$ cat src/rtl/rc4_key_search_control.sv
`default_nettype none
// ============================================================================
// rc4_key_search_control : steps candidate keys through init/shuffle/decrypt
//                          sub-FSMs and arbitrates the shared S-memory port.
// Revision 1.0
// ============================================================================
module rc4_key_search_control #(
  parameter int                   KEY_WIDTH = 24,
  parameter logic [KEY_WIDTH-1:0] KEY_START = '0,
  parameter logic [KEY_WIDTH-1:0] KEY_LAST  = KEY_WIDTH'(24'h3FFFFF)
) (
  input  logic                 clk,
  input  logic                 rst_n,
  input  logic                 i_start,
  output logic                 o_busy,
  output logic                 o_done,
  output logic                 o_found,
  output logic [KEY_WIDTH-1:0] o_key,
  output logic                 o_start_init,
  output logic                 o_start_shuffle,
  output logic                 o_start_decrypt,
  input  logic                 i_finish_init,
  input  logic                 i_finish_shuffle,
  input  logic                 i_finish_decrypt,
  input  logic                 i_decrypt_valid,
  input  logic                 i_we_init,
  input  logic [7:0]           i_addr_init,
  input  logic [7:0]           i_wdata_init,
  input  logic                 i_we_shuffle,
  input  logic [7:0]           i_addr_shuffle,
  input  logic [7:0]           i_wdata_shuffle,
  input  logic                 i_we_decrypt,
  input  logic [7:0]           i_addr_decrypt,
  input  logic [7:0]           i_wdata_decrypt,
  output logic                 o_s_we,
  output logic [7:0]           o_s_addr,
  output logic [7:0]           o_s_wdata
);

  typedef enum logic [3:0] {
    S_IDLE       = 4'd0,
    S_START_INIT = 4'd1,
    S_WAIT_INIT  = 4'd2,
    S_START_SHUF = 4'd3,
    S_WAIT_SHUF  = 4'd4,
    S_START_DEC  = 4'd5,
    S_WAIT_DEC   = 4'd6,
    S_NEXT_KEY   = 4'd7,
    S_DONE_FOUND = 4'd8,
    S_DONE_FAIL  = 4'd9
  } state_t;

  state_t               r_state;
  state_t               w_next;
  logic [KEY_WIDTH-1:0] r_key;
  logic                 r_done;
  logic                 r_found;
  logic                 w_accept;
  logic                 w_key_last;

  assign w_key_last = (r_key == KEY_LAST);

  always_comb begin
    w_next          = r_state;
    w_accept        = 1'b0;
    o_start_init    = 1'b0;
    o_start_shuffle = 1'b0;
    o_start_decrypt = 1'b0;
    o_s_we          = 1'b0;
    o_s_addr        = 8'h00;
    o_s_wdata       = 8'h00;
    case (r_state)
      S_IDLE, S_DONE_FOUND, S_DONE_FAIL: begin
        if (i_start) begin
          w_accept = 1'b1;
          w_next   = S_START_INIT;
        end
      end
      S_START_INIT: begin
        o_start_init = 1'b1;
        w_next       = S_WAIT_INIT;
      end
      S_WAIT_INIT:  if (i_finish_init) w_next = S_START_SHUF;
      S_START_SHUF: begin
        o_start_shuffle = 1'b1;
        w_next          = S_WAIT_SHUF;
      end
      S_WAIT_SHUF:  if (i_finish_shuffle) w_next = S_START_DEC;
      S_START_DEC: begin
        o_start_decrypt = 1'b1;
        w_next          = S_WAIT_DEC;
      end
      S_WAIT_DEC: begin
        if (i_finish_decrypt) w_next = i_decrypt_valid ? S_DONE_FOUND : S_NEXT_KEY;
      end
      S_NEXT_KEY:   w_next = w_key_last ? S_DONE_FAIL : S_START_INIT;
      default:      w_next = S_IDLE;
    endcase

    // S-memory ownership follows the phase, starting with its START state
    case (r_state)
      S_START_INIT, S_WAIT_INIT: begin
        o_s_we    = i_we_init;
        o_s_addr  = i_addr_init;
        o_s_wdata = i_wdata_init;
      end
      S_START_SHUF, S_WAIT_SHUF: begin
        o_s_we    = i_we_shuffle;
        o_s_addr  = i_addr_shuffle;
        o_s_wdata = i_wdata_shuffle;
      end
      S_START_DEC, S_WAIT_DEC: begin
        o_s_we    = i_we_decrypt;
        o_s_addr  = i_addr_decrypt;
        o_s_wdata = i_wdata_decrypt;
      end
      default: ;
    endcase
  end

  always_ff @(posedge clk or negedge rst_n) begin
    if (!rst_n) begin
      r_state <= S_IDLE;
      r_key   <= KEY_START;
      r_done  <= 1'b0;
      r_found <= 1'b0;
    end else begin
      r_state <= w_next;
      if (w_accept) begin
        r_key   <= KEY_START;
        r_done  <= 1'b0;
        r_found <= 1'b0;
      end else if (r_state == S_WAIT_DEC && i_finish_decrypt && i_decrypt_valid) begin
        r_done  <= 1'b1;
        r_found <= 1'b1;
      end else if (r_state == S_NEXT_KEY) begin
        // key saturates at KEY_LAST so the increment can never wrap
        if (w_key_last) begin
          r_done  <= 1'b1;
          r_found <= 1'b0;
        end else begin
          r_key <= r_key + KEY_WIDTH'(1);
        end
      end
    end
  end

  assign o_busy  = !(r_state inside {S_IDLE, S_DONE_FOUND, S_DONE_FAIL});
  assign o_done  = r_done;
  assign o_found = r_found;
  assign o_key   = r_key;

endmodule
`default_nettype wire

$ cat config.mk
export PLATFORM = sky130hd
export DESIGN_NAME = rc4_key_search_control
export DESIGN_NICKNAME = d
export VERILOG_FILES = /design/src/rtl/rc4_key_search_control.sv
export SDC_FILE = /design/constraint.sdc
export NUM_CORES = 1
export LEC_CHECK = 0
export BUFFER_PORTS_ARGS = -buffer_cell sky130_fd_sc_hd__buf_4
export CORE_MARGIN = 1.5
export CORE_UTILIZATION = 45
export DETAILED_ROUTE_END_ITERATION = 10
export GPL_TIMING_DRIVEN = 1
export HOLD_SLACK_MARGIN = 0.06
export PLACE_DENSITY_LB_ADDON = 0.2
export SYNTH_ARGS = -nofsm -noshare
export SYNTH_HDL_FRONTEND = slang
export SYNTH_SLANG_ARGS = --single-unit
$ cat constraint.sdc
create_clock -name clk -period 2.65 [get_ports clk]
set_input_delay 0.1325 -clock clk [delete_from_list [all_inputs] [get_ports clk]]
set_output_delay 0.1325 -clock clk [all_outputs]
set_load 0.05 [all_outputs]
* Word level (Yosys, flattened, before mapping) *
Index checks and enable logic that the tools add are counted.

word-level totals
  output and inout port bits = 47
  logic and storage cells = 63
  input bits = 58
  flip-flop bits (word level) = 30

operators by class
  add/sub/neg operators = 1
  reduce and logical (&&, ||, !) cells = 15
  equal/unequal tests = 16
  multiplexer cells = 27

operators with widths
  cell                   count
  $mux 24                4
  $pmux 8 s3             2
  $pmux 4 s8             1
  $add 24x1->24 const B  1
  $eq 24x22->1 const B   1
  $mux 4                 6
  $eq 4x3->1 const B     4
  $mux 1                 13
  $ne 2x2->1 const B     6
  $reduce_bool 3->1      3
  $eq 4x2->1 const B     2
  $eq 4x4->1 const B     2
  $reduce_or 2->1        3
  $eq 4x1->1 const B     1
  $logic_not 4->1        1
  $reduce_and 4->1       1
  $pmux 1 s3             1
  $reduce_and 3->1       1
  $reduce_or 3->1        1
  $logic_and 1x1->1      2
  $reduce_and 2->1       1
  $reduce_bool 2->1      1
  $logic_not 1->1        1

* Logic depth before layout (Yosys ltp) *
  depth in word-level cells = 5
  gate-level depth with buffers = 7
  gate-level depth less buffers = 6

* Least setup slack after synthesis *
OpenSTA, ideal clock, no wires.

  path type = reg2reg
  start point = register r_key[0] (netlist: o_key[0])
  end point = register r_key[3] (netlist: o_key[3])
  cell stages (with the launch flop) = 8
  buffers on the path = 1
  setup time = 0.097 ns
  arrival = 2.177 ns
  setup slack = 0.376 ns
  clock period less this slack = 2.274 ns
  required time = 2.553 ns
  path through = dfrtp_1 > ha_1 > nand4_1 > or3_1 > o21bai_4 > buf_6 > o211ai_1 > o31ai_1

on the way
  word-level cells in the longest chain between the ends = 5
  elaborated cells on any way between the ends = 8
  classes of those cells = add/sub (1); eq/ne (2); mux (4); reduce/logical (1)

ends and longest elaborated chain
  item                      RTL line  source
  start: declaration        55        logic [KEY_WIDTH-1:0] r_key;
  start signal: assignment  142       r_key <= r_key + KEY_WIDTH'(1);
  $add 24x1->24             142
  $mux 24                   138       if (w_key_last) begin
  $mux 24                   136       end else if (r_state == S_NEXT_KEY) begin
  $mux 24                   133       end else if (r_state == S_WAIT_DEC && i_finish_decrypt && i_decrypt_valid) begin
  $mux 24                   129       if (w_accept) begin

Several ways; a longest one is shown, not always the timed one. The select of a mux whose other input is x is not followed.
A chain may end at the register's enable or synchronous reset.

* Final worst setup path *
  start point = register r_state[2]
  end point = register r_found (netlist: o_found)

on the way
  word-level cells in the longest chain between the ends = 5
  elaborated cells on any way between the ends = 14
  classes of those cells = eq/ne (4); mux (3); reduce/logical (7)

ends and longest elaborated chain
  item                                                          RTL line  source
  start: declaration                                            53        state_t r_state;
  start signal: assignment                                      128       r_state <= w_next;
  $eq 4x4->1 (tied with other cells)                            72        case (r_state)
  $reduce_or 3->1 or $logic_and 1x1->1 (tied branches)          72, 133
  $mux 1 or $logic_and 1x1->1 (tied branches)                   72, 133
  $reduce_bool 3->1 (no source line) or $mux 1 (tied branches)  --
  $reduce_and 2->1 (no source line) or $mux 1 (tied branches)   --
  end signal: assignment                                        126       r_found <= 1'b0;
  end signal: assignment                                        132       r_found <= 1'b0;
  end signal: assignment                                        135       r_found <= 1'b1;
  end: declaration                                              57        logic r_found;

Several ways; a longest one is shown, not always the timed one.

==> flow_summary.ini <==
[outcome]
outcome = finished clean

[power]
ir_worst_vdd_v = 0.000873
p_seq_share_pct = 20.7
p_sw_mw = 1.69
p_clk_share_pct = 12.6
p_leak_nw = 1.39
p_comb_share_pct = 66.7
internal-power_mw = 1.34
swShare_pct = 55.7
p_per_area_mw_per_mm2 = 1040

[die]
start_util_pct = 46.5
num_rows = 24
die_area_mm2 = 0.00488
core-area_mm2 = 0.00432
ioPinCount = 105
die_h_um = 69.8
die_w_um = 69.8

[timing]
maxSlewHeadroom_pct = 55.1
max_freq_ghz = 0.448
timing.final.ws_setup_ps = 419
report.final.slew_viol_count = 0
hold-worst-slack_ps = 160
rsz0062_at_grt = false
fin_crit_ps = 2230
setup_viol = 0
final-hold-violation-count = 0
max_slew.worst_pin.slew_ps = 668
finalSetupTns_ps = 0
finClkSkew_ps = 5.09
min_period_over_period_pct = 84.2

[clocking]
htree_levels = 2
insertion_delay_ps = 290
clkTransAtPathRegs_ps = 60
clk_path_buf_depth = 2
clkSinkCount = 30
cts_tree = done
numCtsBuffers = 5
cts_resized = 0
root_buffer = clkbuf_8

[critical_path]
worst_setup_path_start_kind = register
worstPathMaxFanout = 15
worstPathArrival_ps = 2380
critical_path_class = reg2reg
slowest_delay_ps = 660
critPathCaptureType = register
cp_slowest_cell = nor4_2
critPathRequiredTime_ps = 2790
reg2reg_slack_ps = 420
crit_chain = nand4b_1, nor4_2, nand2b_1, nand2_1, a21oi_1

[synth]
async_flop_share_pct = 100
synthFlopType = dfrtp_1
synth_cells = 243
synthMuxAreaShare_pct = 2.05
syn-cell-area_mm2 = 0.00201
synth_fp_nets = 302
ys_warn_count = 0
synth_edf_count = 0
synth_cell_types = 48
yosys.area_share.simple_pct = 28.9
synth-compound-area-share_pct = 23.5
ys_ff_latch = 30
synth_fa_ha_area_share_pct = 0.622
yosysSeqAreaShare_pct = 37.3
synthXorXnorAreaFrac_pct = 3.05
synth_area_per_cell_um2 = 8.27
synth_top_family_by_area = simple AND/OR/NAND/NOR gates

[placement]
hpwl_mm = 4.30
place_inst = 391
portBuffers = 104
gp_congestion = 0.797
pre_cts_slack_ps = 483

[layout]
areaGrowthSynthToFinish_pct = 45.1
drive_above_1_share_pct = 36.2
final_core_util_pct = 67.5
layout.cells.non_filler = 400
nets = 406
diodes = 0
final_common_cell = buf_4
layout_common_cells = buf_4, nand2_1, dfrtp_1, nand3_1

[global_routing]
grt_max_degree = 31
antenna_found_initial = 0
grt_pass1_vias = 2168
overflow = 0
grt_pass1_wl_mm = 9.45
grt_usage_pct = 23.7

[drt]
vias_per_cell = 5.63
antenna_left = 0
drc_errors = 0
drt_first_pass_iters = 5
drt_iter0_drc = 124
wl_mm = 5.78
drt-wirelength-per-cell_um = 14.5
num_vias = 2251

[min_path]
hold_class = in2reg

[flow_run]
maxCapViolCount = 0
## per-layer routing
layer / vias up / wire length, um / global-route usage [%]
met4: 0 / 61 / 6.62
met5: - / 0 / 0
met2: 71 / 2950 / 40.3
li1: 1109 / - / -
met3: 6 / 299 / 6.10
met1: 1065 / 2470 / 29.8
## Yosys cell counts (all sizes together), types with 2 or more instances
| cell | n | share of area, % |
|---|---|---|
| clkbuf | 4 | 0.75 |
| nand4 | 8 | 2.8 |
| nand2 | 50 | 9.3 |
| inv | 8 | 1.5 |
| nand3 | 19 | 4.7 |
| a21oi | 8 | 2.0 |
| a21boi | 2 | 0.75 |
| and2 | 2 | 0.62 |
| o311ai | 3 | 1.3 |
| o21ai | 9 | 2.2 |
| a2111oi | 2 | 0.87 |
| nor4 | 3 | 1.2 |
| nand2b | 2 | 0.62 |
| a22oi | 17 | 6.3 |
| o41ai | 2 | 0.87 |
| or2 | 3 | 0.93 |
| xor2 | 7 | 3.0 |
| or3 | 3 | 1.0 |
| o211ai | 7 | 3.3 |
| or4 | 2 | 0.93 |
| nor3 | 5 | 1.5 |
| dfrtp | 30 | 37 |
| nor2 | 17 | 3.2 |
| mux2i | 3 | 1.5 |
| o31ai | 6 | 2.2 |
| buf | 7 | 2.4 |
## worst max-delay path: cells and delay by family (launching register included)
family	cells	cell delay, ps
compound gates	1	90
flops	1	610
simple gates	4	1380
## sequential cells by signal, indices dropped and copies added, names as in the netlist
signal   flops
o_key       24
o_found      1
r_state      4
o_done       1
## stage by stage
step           cell area, um^2  total power [mW]
6_report                  2920              3.03
5_1_grt                   2920              3.19
4_1_cts                   2920              3.04
3_5_place_dp              2820              2.65
3_3_place_gp              2820              2.63
2_1_floorplan             2010              2.05
## repair_timing
action / 4_1_cts / 5_1_grt
hold buffers: 1 / 0
endpoints found under the hold margin: 30 / 0
setup buffers: 0 / 0
## final cells by class
cell class / count / area (um^2)
clock inverters: 1 / 5.00
multi-input cells: 194 / 1170
clock buffers: 7 / 86.3
fillers: 354 / 1410
repair buffers: 108 / 813
well taps: 52 / 65.1
inverters: 8 / 30.0
flip-flops and latches: 30 / 751
## power groups by stage
stage | clock network, mW | registers [mW] | logic, mW
global route | 0.411 | 0.642 | 2.14
global placement | 0 | 0.625 | 2.01
CTS | 0.387 | 0.625 | 2.03
finish | 0.383 | 0.627 | 2.02
detailed placement | 0 | 0.632 | 2.02
floorplan | 0 | 0.678 | 1.37
## final timing paths
path,start,endpoint,cells after the start
max,r_state[2]$_DFFE_PN0P_,o_found$_DFFE_PN0P_,5
min,i_start,r_state[3]$_DFFE_PN0P_,3
max reg2reg,r_state[2]$_DFFE_PN0P_,o_found$_DFFE_PN0P_,5
min reg2reg,o_key[10]$_DFFE_PN0P_,o_key[10]$_DFFE_PN0P_,1
max in group asynchronous,rst_n,r_state[3]$_DFFE_PN0P_,2
min in group asynchronous,rst_n,o_key[15]$_DFFE_PN0P_,2
## cells by family (layout without fill, tap and decap cells)
family,after synthesis,in the layout
AND/OR/NAND/NOR,119,119
AO/OA/AOI/OAI,63,63
flip-flops,30,30
buffers and inverters,19,124
XOR/XNOR,7,7
multiplexers,4,4
adder cells (fa/ha/maj),1,1
Power figures use the tool's default switching activity.
